===== config.mk =====
export PLATFORM = sky130hd
export DESIGN_NAME = qei_encoder
export DESIGN_NICKNAME = d
export VERILOG_FILES = /design/src/rtl/qei_pkg.sv /design/src/rtl/qei_filter.sv /design/src/rtl/qei_encoder.sv
export SDC_FILE = /design/constraint.sdc
export NUM_CORES = 1
export LEC_CHECK = 0
export ABC_CLOCK_PERIOD_IN_PS = 5600
export BUFFER_PORTS_ARGS = -buffer_cell sky130_fd_sc_hd__buf_4
export CORE_MARGIN = 5
export CORE_UTILIZATION = 37
export DETAILED_ROUTE_END_ITERATION = 7
export SETUP_SLACK_MARGIN = 0.4
export SYNTH_ARGS = -nofsm -noshare
export SYNTH_HDL_FRONTEND = slang
export SYNTH_HIERARCHICAL = 1
export SYNTH_SLANG_ARGS = --single-unit
export TNS_END_PERCENT = 20

===== constraint.sdc =====
create_clock -name i_wb_clk -period 5.6 [get_ports i_wb_clk]
set_input_delay 0.28 -clock i_wb_clk [delete_from_list [all_inputs] [get_ports i_wb_clk]]
set_output_delay 0.28 -clock i_wb_clk [all_outputs]
set_load 0.02 [all_outputs]

===== src/rtl/qei_pkg.sv =====
// Shared constants, delta encoding and decode helpers for the quadrature encoder slave.
package qei_pkg;

    localparam logic [7:0] ADR_CTRL = 8'h00;
    localparam logic [7:0] ADR_POS  = 8'h04;
    localparam logic [7:0] ADR_VEL  = 8'h08;
    localparam logic [7:0] ADR_WIN  = 8'h0C;
    localparam logic [7:0] ADR_STAT = 8'h10;

    localparam int CTRL_EN       = 0;
    localparam int CTRL_INV      = 1;
    localparam int CTRL_IDXCLR   = 2;
    localparam int CTRL_FILT_LSB = 3;

    localparam int STAT_ERR = 0;
    localparam int STAT_IDX = 1;

    localparam logic [23:0] WIN_RST_DEFAULT = 24'd10000;

    typedef enum logic [1:0] {
        DELTA_ZERO,
        DELTA_PLUS,
        DELTA_MINUS,
        DELTA_ERR
    } delta_e;

    // Position of an {A,B} pair along the forward cycle 00 -> 10 -> 11 -> 01.
    function automatic logic [1:0] gray_phase(input logic [1:0] ab);
        case (ab)
            2'b00:   return 2'd0;
            2'b10:   return 2'd1;
            2'b11:   return 2'd2;
            default: return 2'd3;
        endcase
    endfunction

    function automatic delta_e decode_delta(input logic [1:0] prev_ab, input logic [1:0] cur_ab);
        logic [1:0] step;
        step = gray_phase(cur_ab) - gray_phase(prev_ab);
        case (step)
            2'd1:    return DELTA_PLUS;
            2'd3:    return DELTA_MINUS;
            2'd2:    return DELTA_ERR;
            default: return DELTA_ZERO;
        endcase
    endfunction

    // 16-bit signed add of a -1/0/+1 delta, clamped to the int16 range.
    function automatic logic [15:0] sat_add16(input logic [15:0] a, input logic [1:0] d);
        logic [16:0] s;
        s = {a[15], a} + {{15{d[1]}}, d};
        if (s[16] != s[15]) return s[16] ? 16'h8000 : 16'h7FFF;
        return s[15:0];
    endfunction

endpackage


===== src/rtl/qei_filter.sv =====
// Two-flop synchroniser followed by a stability counter: the output follows the
// synchronised pin only once it has differed for depth+1 consecutive clocks.
module qei_filter #(
    parameter int FILT_W = 4
) (
    input  logic              clk,
    input  logic              rst_n,
    input  logic              pin,
    input  logic [FILT_W-1:0] depth,
    output logic              filt
);

    logic              sync1_q, sync2_q;
    logic              filt_q, filt_d;
    logic [FILT_W-1:0] cnt_q, cnt_d;

    always_comb begin
        filt_d = filt_q;
        cnt_d  = '0;
        if (sync2_q != filt_q) begin
            // >= keeps a shortened depth from stalling a count already past it
            if (cnt_q >= depth) filt_d = sync2_q;
            else                cnt_d  = cnt_q + 1'b1;
        end
    end

    always_ff @(posedge clk or negedge rst_n) begin
        if (!rst_n) begin
            sync1_q <= 1'b0;
            sync2_q <= 1'b0;
            filt_q  <= 1'b0;
            cnt_q   <= '0;
        end else begin
            sync1_q <= pin;
            sync2_q <= sync1_q;
            filt_q  <= filt_d;
            cnt_q   <= cnt_d;
        end
    end

    assign filt = filt_q;

endmodule


===== src/rtl/qei_encoder.sv =====
// Wishbone quadrature encoder slave: filtered A/B/index decode into a 32-bit
// position and a windowed, saturating 16-bit velocity.
module qei_encoder
    import qei_pkg::*;
#(
    parameter int          FILT_W  = 4,
    parameter logic [23:0] WIN_RST = WIN_RST_DEFAULT
) (
    input  logic        i_wb_clk,
    input  logic        i_wb_rst_n,
    input  logic        i_wb_cyc,
    input  logic        i_wb_stb,
    input  logic        i_wb_we,
    input  logic [15:0] i_wb_adr,
    input  logic [31:0] i_wb_data,
    output logic [31:0] o_wb_data,
    output logic        o_wb_ack,
    input  logic        i_qa,
    input  logic        i_qb,
    input  logic        i_idx,
    output logic [31:0] o_pos,
    output logic [15:0] o_vel,
    output logic        o_vel_valid
);

    localparam int CW = 3 + FILT_W;
    localparam logic [0:0] ST_IDLE = 1'b0;
    localparam logic [0:0] ST_ACK  = 1'b1;

    logic [0:0]    state_q, state_d;
    logic [CW-1:0] ctrl_q, ctrl_d;
    logic [31:0]   pos_q, pos_d;
    logic [15:0]   vel_q, vel_d;
    logic [15:0]   acc_q, acc_d;
    logic [23:0]   win_q, win_d;
    logic [23:0]   win_cnt_q, win_cnt_d;
    logic [1:0]    stat_q, stat_d;
    logic [1:0]    ab_prev_q;
    logic          idx_prev_q;
    logic          vel_valid_q, vel_valid_d;
    logic [31:0]   rdata_q, rdata_d;

    logic [7:0]  adr;
    logic        wb_req, wr_en;
    logic        unused_adr_bits;
    logic [2:0]  pin_raw, pin_filt;
    logic [1:0]  ab_cur;
    delta_e      dec_e;
    logic [1:0]  delta;
    logic        idx_rise;
    logic [23:0] win_eff;
    logic        win_end;
    logic [15:0] acc_sum;
    logic [1:0]  stat_w1c;

    assign adr             = i_wb_adr[7:0];
    assign unused_adr_bits = ^i_wb_adr[15:8];
    assign wb_req          = i_wb_cyc & i_wb_stb & (state_q == ST_IDLE);
    assign wr_en           = wb_req & i_wb_we;

    assign pin_raw = {i_idx, i_qb, i_qa};

    genvar gi;
    generate
        for (gi = 0; gi < 3; gi++) begin : g_filt
            qei_filter #(.FILT_W(FILT_W)) u_filt (
                .clk   (i_wb_clk),
                .rst_n (i_wb_rst_n),
                .pin   (pin_raw[gi]),
                .depth (ctrl_q[CTRL_FILT_LSB +: FILT_W]),
                .filt  (pin_filt[gi])
            );
        end
    endgenerate

    assign ab_cur   = {pin_filt[0], pin_filt[1]};
    assign dec_e    = decode_delta(ab_prev_q, ab_cur);
    assign idx_rise = pin_filt[2] & ~idx_prev_q;

    always_comb begin
        delta = 2'b00;
        if (ctrl_q[CTRL_EN]) begin
            if (dec_e == DELTA_PLUS)  delta = ctrl_q[CTRL_INV] ? 2'b11 : 2'b01;
            if (dec_e == DELTA_MINUS) delta = ctrl_q[CTRL_INV] ? 2'b01 : 2'b11;
        end
    end

    assign win_eff = (win_q == 24'd0) ? 24'd1 : win_q;
    assign win_end = (win_cnt_q >= win_eff - 24'd1);
    assign acc_sum = sat_add16(acc_q, delta);

    always_comb begin
        win_cnt_d   = win_cnt_q;
        acc_d       = acc_q;
        vel_d       = vel_q;
        vel_valid_d = 1'b0;
        if (ctrl_q[CTRL_EN]) begin
            if (win_end) begin
                vel_d       = acc_sum;
                vel_valid_d = 1'b1;
                acc_d       = '0;
                win_cnt_d   = '0;
            end else begin
                acc_d     = acc_sum;
                win_cnt_d = win_cnt_q + 24'd1;
            end
        end
    end

    // CPU write beats index clear, which beats the decoded step.
    always_comb begin
        pos_d = pos_q + {{30{delta[1]}}, delta};
        if (wr_en && adr == ADR_POS)             pos_d = i_wb_data;
        else if (ctrl_q[CTRL_IDXCLR] && idx_rise) pos_d = '0;
    end

    always_comb begin
        ctrl_d   = ctrl_q;
        win_d    = win_q;
        stat_w1c = 2'b00;
        if (wr_en && adr == ADR_CTRL) ctrl_d   = i_wb_data[CW-1:0];
        if (wr_en && adr == ADR_WIN)  win_d    = i_wb_data[23:0];
        if (wr_en && adr == ADR_STAT) stat_w1c = i_wb_data[1:0];
        stat_d = stat_q & ~stat_w1c;
        stat_d[STAT_ERR] = stat_d[STAT_ERR] | (dec_e == DELTA_ERR);
        stat_d[STAT_IDX] = stat_d[STAT_IDX] | idx_rise;
    end

    always_comb begin
        state_d = wb_req ? ST_ACK : ST_IDLE;
        rdata_d = '0;
        if (wb_req) begin
            case (adr)
                ADR_CTRL: rdata_d = {{(32-CW){1'b0}}, ctrl_q};
                ADR_POS:  rdata_d = pos_q;
                ADR_VEL:  rdata_d = {{16{vel_q[15]}}, vel_q};
                ADR_WIN:  rdata_d = {8'h00, win_q};
                ADR_STAT: rdata_d = {30'd0, stat_q};
                default:  rdata_d = '0;
            endcase
        end
    end

    always_ff @(posedge i_wb_clk or negedge i_wb_rst_n) begin
        if (!i_wb_rst_n) begin
            state_q     <= ST_IDLE;
            ctrl_q      <= '0;
            pos_q       <= '0;
            vel_q       <= '0;
            acc_q       <= '0;
            win_q       <= WIN_RST;
            win_cnt_q   <= '0;
            stat_q      <= '0;
            ab_prev_q   <= 2'b00;
            idx_prev_q  <= 1'b0;
            vel_valid_q <= 1'b0;
            rdata_q     <= '0;
        end else begin
            state_q     <= state_d;
            ctrl_q      <= ctrl_d;
            pos_q       <= pos_d;
            vel_q       <= vel_d;
            acc_q       <= acc_d;
            win_q       <= win_d;
            win_cnt_q   <= win_cnt_d;
            stat_q      <= stat_d;
            ab_prev_q   <= ab_cur;
            idx_prev_q  <= pin_filt[2];
            vel_valid_q <= vel_valid_d;
            rdata_q     <= rdata_d;
        end
    end

    assign o_wb_ack    = (state_q == ST_ACK);
    assign o_wb_data   = rdata_q;
    assign o_pos       = pos_q;
    assign o_vel       = vel_q;
    assign o_vel_valid = vel_valid_q;

endmodule

==> impl_metrics.csv <==
group,metric,value,unit
outcome,run_status,"finished, final reports clean",
timing,timing.setup.tns,0,ns
min_path,kind_of_path_behind_the_tightest_hold_check,"in2reg",
logic_synthesis,synth.lib_cells_used.distinct,65,
global_route,via_count_of_the_first_global_routing_pass,8692,
logic_synthesis,synth_area_per_cell,9.84,µm²
floorplan,start_util,37.3,%
timing,period_share,87.1,%
place,placed_cells_incl_taps,1611,
finish,num-nets-final,1401,
timing,worst_slew_pin_slew,0.945,ns
setup_path,worst-endpoint-required,5.93,ns
timing,rsz_0062_raised_after_global_routing,"true",
logic_synthesis,number_of_enable_flip_flop_cells_after_synthesis,0,
place,dp_hpwl,23300,µm
clock_network,insertion_delay,0.45,ns
finish,finalCoreUtilization,44.6,%
place,io_buffer_count,129,
floorplan,chipWidth,182,µm
setup_path,setup.worst_path.end_class,"flop",
drt,drt-pass1-iter-count,5,
setup_path,timing_worst_setup_path_type,"reg2reg",
pwr,power_density,294,nW/µm²
logic_synthesis,ys_dominant_reg_cell,"sky130_fd_sc_hd__dfrtp_1",
logic_synthesis,ys_seq_elements,179,
timing,finalMaxSlewViolations,0,
drt,via_density_per_instance,5.33,
global_route,global_route.overflow_total,0,
drt,drt-total-wl,30900,µm
floorplan,die_area,33300,µm²
global_route,antenna_found_initial,0,
floorplan,boundaryPins,138,
drt,drt_iter0_drc,596,
finish,area.growth.synth_to_final,19.5,%
finish,fin_cells,1651,
clock_network,cts_htree_levels,4,
min_path,worst_hold_path_cell_count,3,
clock_network,tritoncts_num_sinks,179,
clock_network,cts_buffer_depth,2,
timing,worst_setup_slack_final,0.720,ns
setup_path,ff2ff_path_depth,20,
logic_synthesis,ys_warn_count,6,
logic_synthesis,synthesis.nets,1271,
place,gp_congestion,0.887,
finish,layout-drive-gt1-share,21.5,%
run,maxCapViolCount,0,
setup_path,critical_path_maximum_fanout,10,
pwr,p_leak,6.23,nW
timing,finalHoldWorstSlack,0.0359,ns
logic_synthesis,synth.yosys.seq_area_share,40.8,%
drt,drc,0,
finish,insertedDiodeCount,0,
global_route,gr-usage-all-layers,18.5,%
clock_network,root_buffer,"sky130_fd_sc_hd__clkbuf_16",
drt,vias,8805,
floorplan,placeableCoreArea,29500,µm²
setup_path,critical_path_data_arrival_time,5.21,ns
logic_synthesis,synth.cell_area,11000,µm²
clock_network,cts_inserted_buffers,17,
place,place_ws,0.354,ns
timing,clock_skew,0.0126,ns
floorplan,die_y,182,µm
global_route,grt_pass1_wl,48800,µm
drt,route.antenna.remaining_nets,0,
timing,timing_hold_violations_final,0,
setup_path,kind_of_start_point_of_the_critical_path,"flop",
clock_network,tritoncts_clock_tree,"yes",
logic_synthesis,synthesis.instances,1118,
timing,setup-violations-final,0,
floorplan,floorplan.rows,63,
global_route,grt_max_degree,80,
timing,slew_headroom,37.0,%
clock_network,clkSlewWorstSetupHoldPaths,0.08,ns
logic_synthesis,synth_async_sr_flop_share,100,%
timing,max_clock_freq,205,MHz
pwr,max-vdd-ir-drop,0.194,mV
drt,wl_per_cell,18.7,µm
timing,post-route-min-period,4.88,ns
timing repair:
item | 4_1_cts | 5_1_grt
endpoints found under the hold margin | 75 | 0
endpoints found under the setup margin | 19 | 43
hold buffers | 4 | 0
setup buffers | 3 | 0
gates cloned | 0 | 1
resized for setup | 1 | 12
metrics by stage:
stage               total power [mW]  instance area, µm²
global placement                2.64               12400
CTS                             3.89               13100
floorplan                       2.22               11000
detailed placement              2.65               12400
finish                          3.87               13200
global route                    4.07               13200
layout make-up:
| cell class | instances | area (µm²) |
|---|---|---|
| fillers | 2903 | 16300 |
| multi-input cells | 847 | 6210 |
| flip-flops and latches | 179 | 4490 |
| repair buffers | 152 | 1170 |
| well taps | 390 | 488 |
| clock buffers | 17 | 425 |
| inverters | 51 | 195 |
| clock inverters | 15 | 173 |
power breakdown:
| part | leakage (nW) | switching, mW | internal, mW | total, mW |
|---|---|---|---|---|
| sequential | 2.33 | 0.156 | 1.40 | 1.55 |
| clock | 0.290 | 0.619 | 0.607 | 1.23 |
| combinational | 3.61 | 0.648 | 0.445 | 1.09 |
worst max-delay path: stages, from the launching register on:
cell	delay [ns]
sky130_fd_sc_hd__dfrtp_1	0.44
sky130_fd_sc_hd__ha_1	0.22
sky130_fd_sc_hd__nor2_1	0.13
sky130_fd_sc_hd__xor2_1	0.24
sky130_fd_sc_hd__xnor2_2	0.16
sky130_fd_sc_hd__xnor2_1	0.10
sky130_fd_sc_hd__nand2_1	0.16
sky130_fd_sc_hd__clkinvlp_4	0.21
sky130_fd_sc_hd__ha_1	0.40
sky130_fd_sc_hd__and4_1	0.23
sky130_fd_sc_hd__a211oi_1	0.20
sky130_fd_sc_hd__o21ai_1	0.16
sky130_fd_sc_hd__a221o_1	0.37
sky130_fd_sc_hd__a31oi_1	0.25
sky130_fd_sc_hd__o21ai_0	0.13
sky130_fd_sc_hd__xor2_1	0.21
sky130_fd_sc_hd__ha_2	0.37
sky130_fd_sc_hd__o311ai_1	0.13
sky130_fd_sc_hd__buf_4	0.25
sky130_fd_sc_hd__o21ai_0	0.12
sky130_fd_sc_hd__mux2_2	0.27
cell families after synthesis:
logic type	after synthesis	synth area share, %
adder cells (fa/ha/maj)	97	11.2
flip-flops	179	40.8
XOR/XNOR	90	7.16
AO/OA/AOI/OAI	272	16.6
multiplexers	63	7.05
AND/OR/NAND/NOR	325	14.0
buffers and inverters	92	3.25
routing by layer:
layer  track usage [%]  part of all wire [%]  up-vias  routed length (µm)
li1                  -                     -     4285                   -
met1              25.5                    47     4306               14400
met2              30.1                    48      182               14700
met3              3.15                   3.8       32                1180
met4              5.46                   1.9        0                 598
met5                 0                     0        -                   0
worst paths after layout:
path / from / endpoint / slack (ns)
min in group asynchronous: i_wb_rst_n / o_vel[7] / 0.43
worst min register to register: g_filt[1].u_filt/sync1_q / g_filt[1].u_filt/sync2_q / 0.35
worst min-delay path: i_wb_data[25] / o_pos[25] / 0.04
worst max-delay path: g_filt[1].u_filt/filt / o_vel[1] / 0.72
worst max register to register: g_filt[1].u_filt/filt / o_vel[1] / 0.72
max in group asynchronous: i_wb_rst_n / o_pos[27] / 3.98
state kept, by name, indices dropped and copies added (netlist names), 7 cells and up:
register	count
win_q	24
o_vel	16
g_filt.u_filt/cnt_q	12
win_cnt_q	24
o_pos	32
o_wb_data	32
ctrl_q	7
acc_q	16
Yosys cell counts (all sizes together) (10+ instances only):
master    n  area (µm²)
mux2     57         653
and3     20         125
nor3     15        75.1
dfrtp   174        4350
o21ai    86         430
ha       95        1190
xor2     47         412
a22o     13         114
buf      11        53.8
nand3    30         150
a21oi    63         315
clkbuf   30         113
nand2    84         315
o31ai    10        80.1
a21o     19         144
nand4    16         100
inv      51         191
xnor2    43         377
nor2    110         413
cells in the final DEF (no fill, tap or decap), types with 13 or more instances in the layout:
| cell type | instances |
|---|---|
| sky130_fd_sc_hd__xor2_1 | 47 |
| sky130_fd_sc_hd__nor3_1 | 14 |
| sky130_fd_sc_hd__and3_1 | 20 |
| sky130_fd_sc_hd__o21ai_0 | 77 |
| sky130_fd_sc_hd__nand2_1 | 84 |
| sky130_fd_sc_hd__a21oi_1 | 62 |
| sky130_fd_sc_hd__nand4_1 | 16 |
| sky130_fd_sc_hd__dfrtp_1 | 174 |
| sky130_fd_sc_hd__a22o_1 | 13 |
| sky130_fd_sc_hd__ha_1 | 94 |
| sky130_fd_sc_hd__buf_4 | 145 |
| sky130_fd_sc_hd__xnor2_1 | 42 |
| sky130_fd_sc_hd__a21o_1 | 18 |
| sky130_fd_sc_hd__nand3_1 | 30 |
| sky130_fd_sc_hd__clkbuf_16 | 17 |
| sky130_fd_sc_hd__nor2_1 | 110 |
| sky130_fd_sc_hd__mux2_2 | 54 |
| sky130_fd_sc_hd__inv_1 | 50 |
Power figures use the tool's default switching activity.
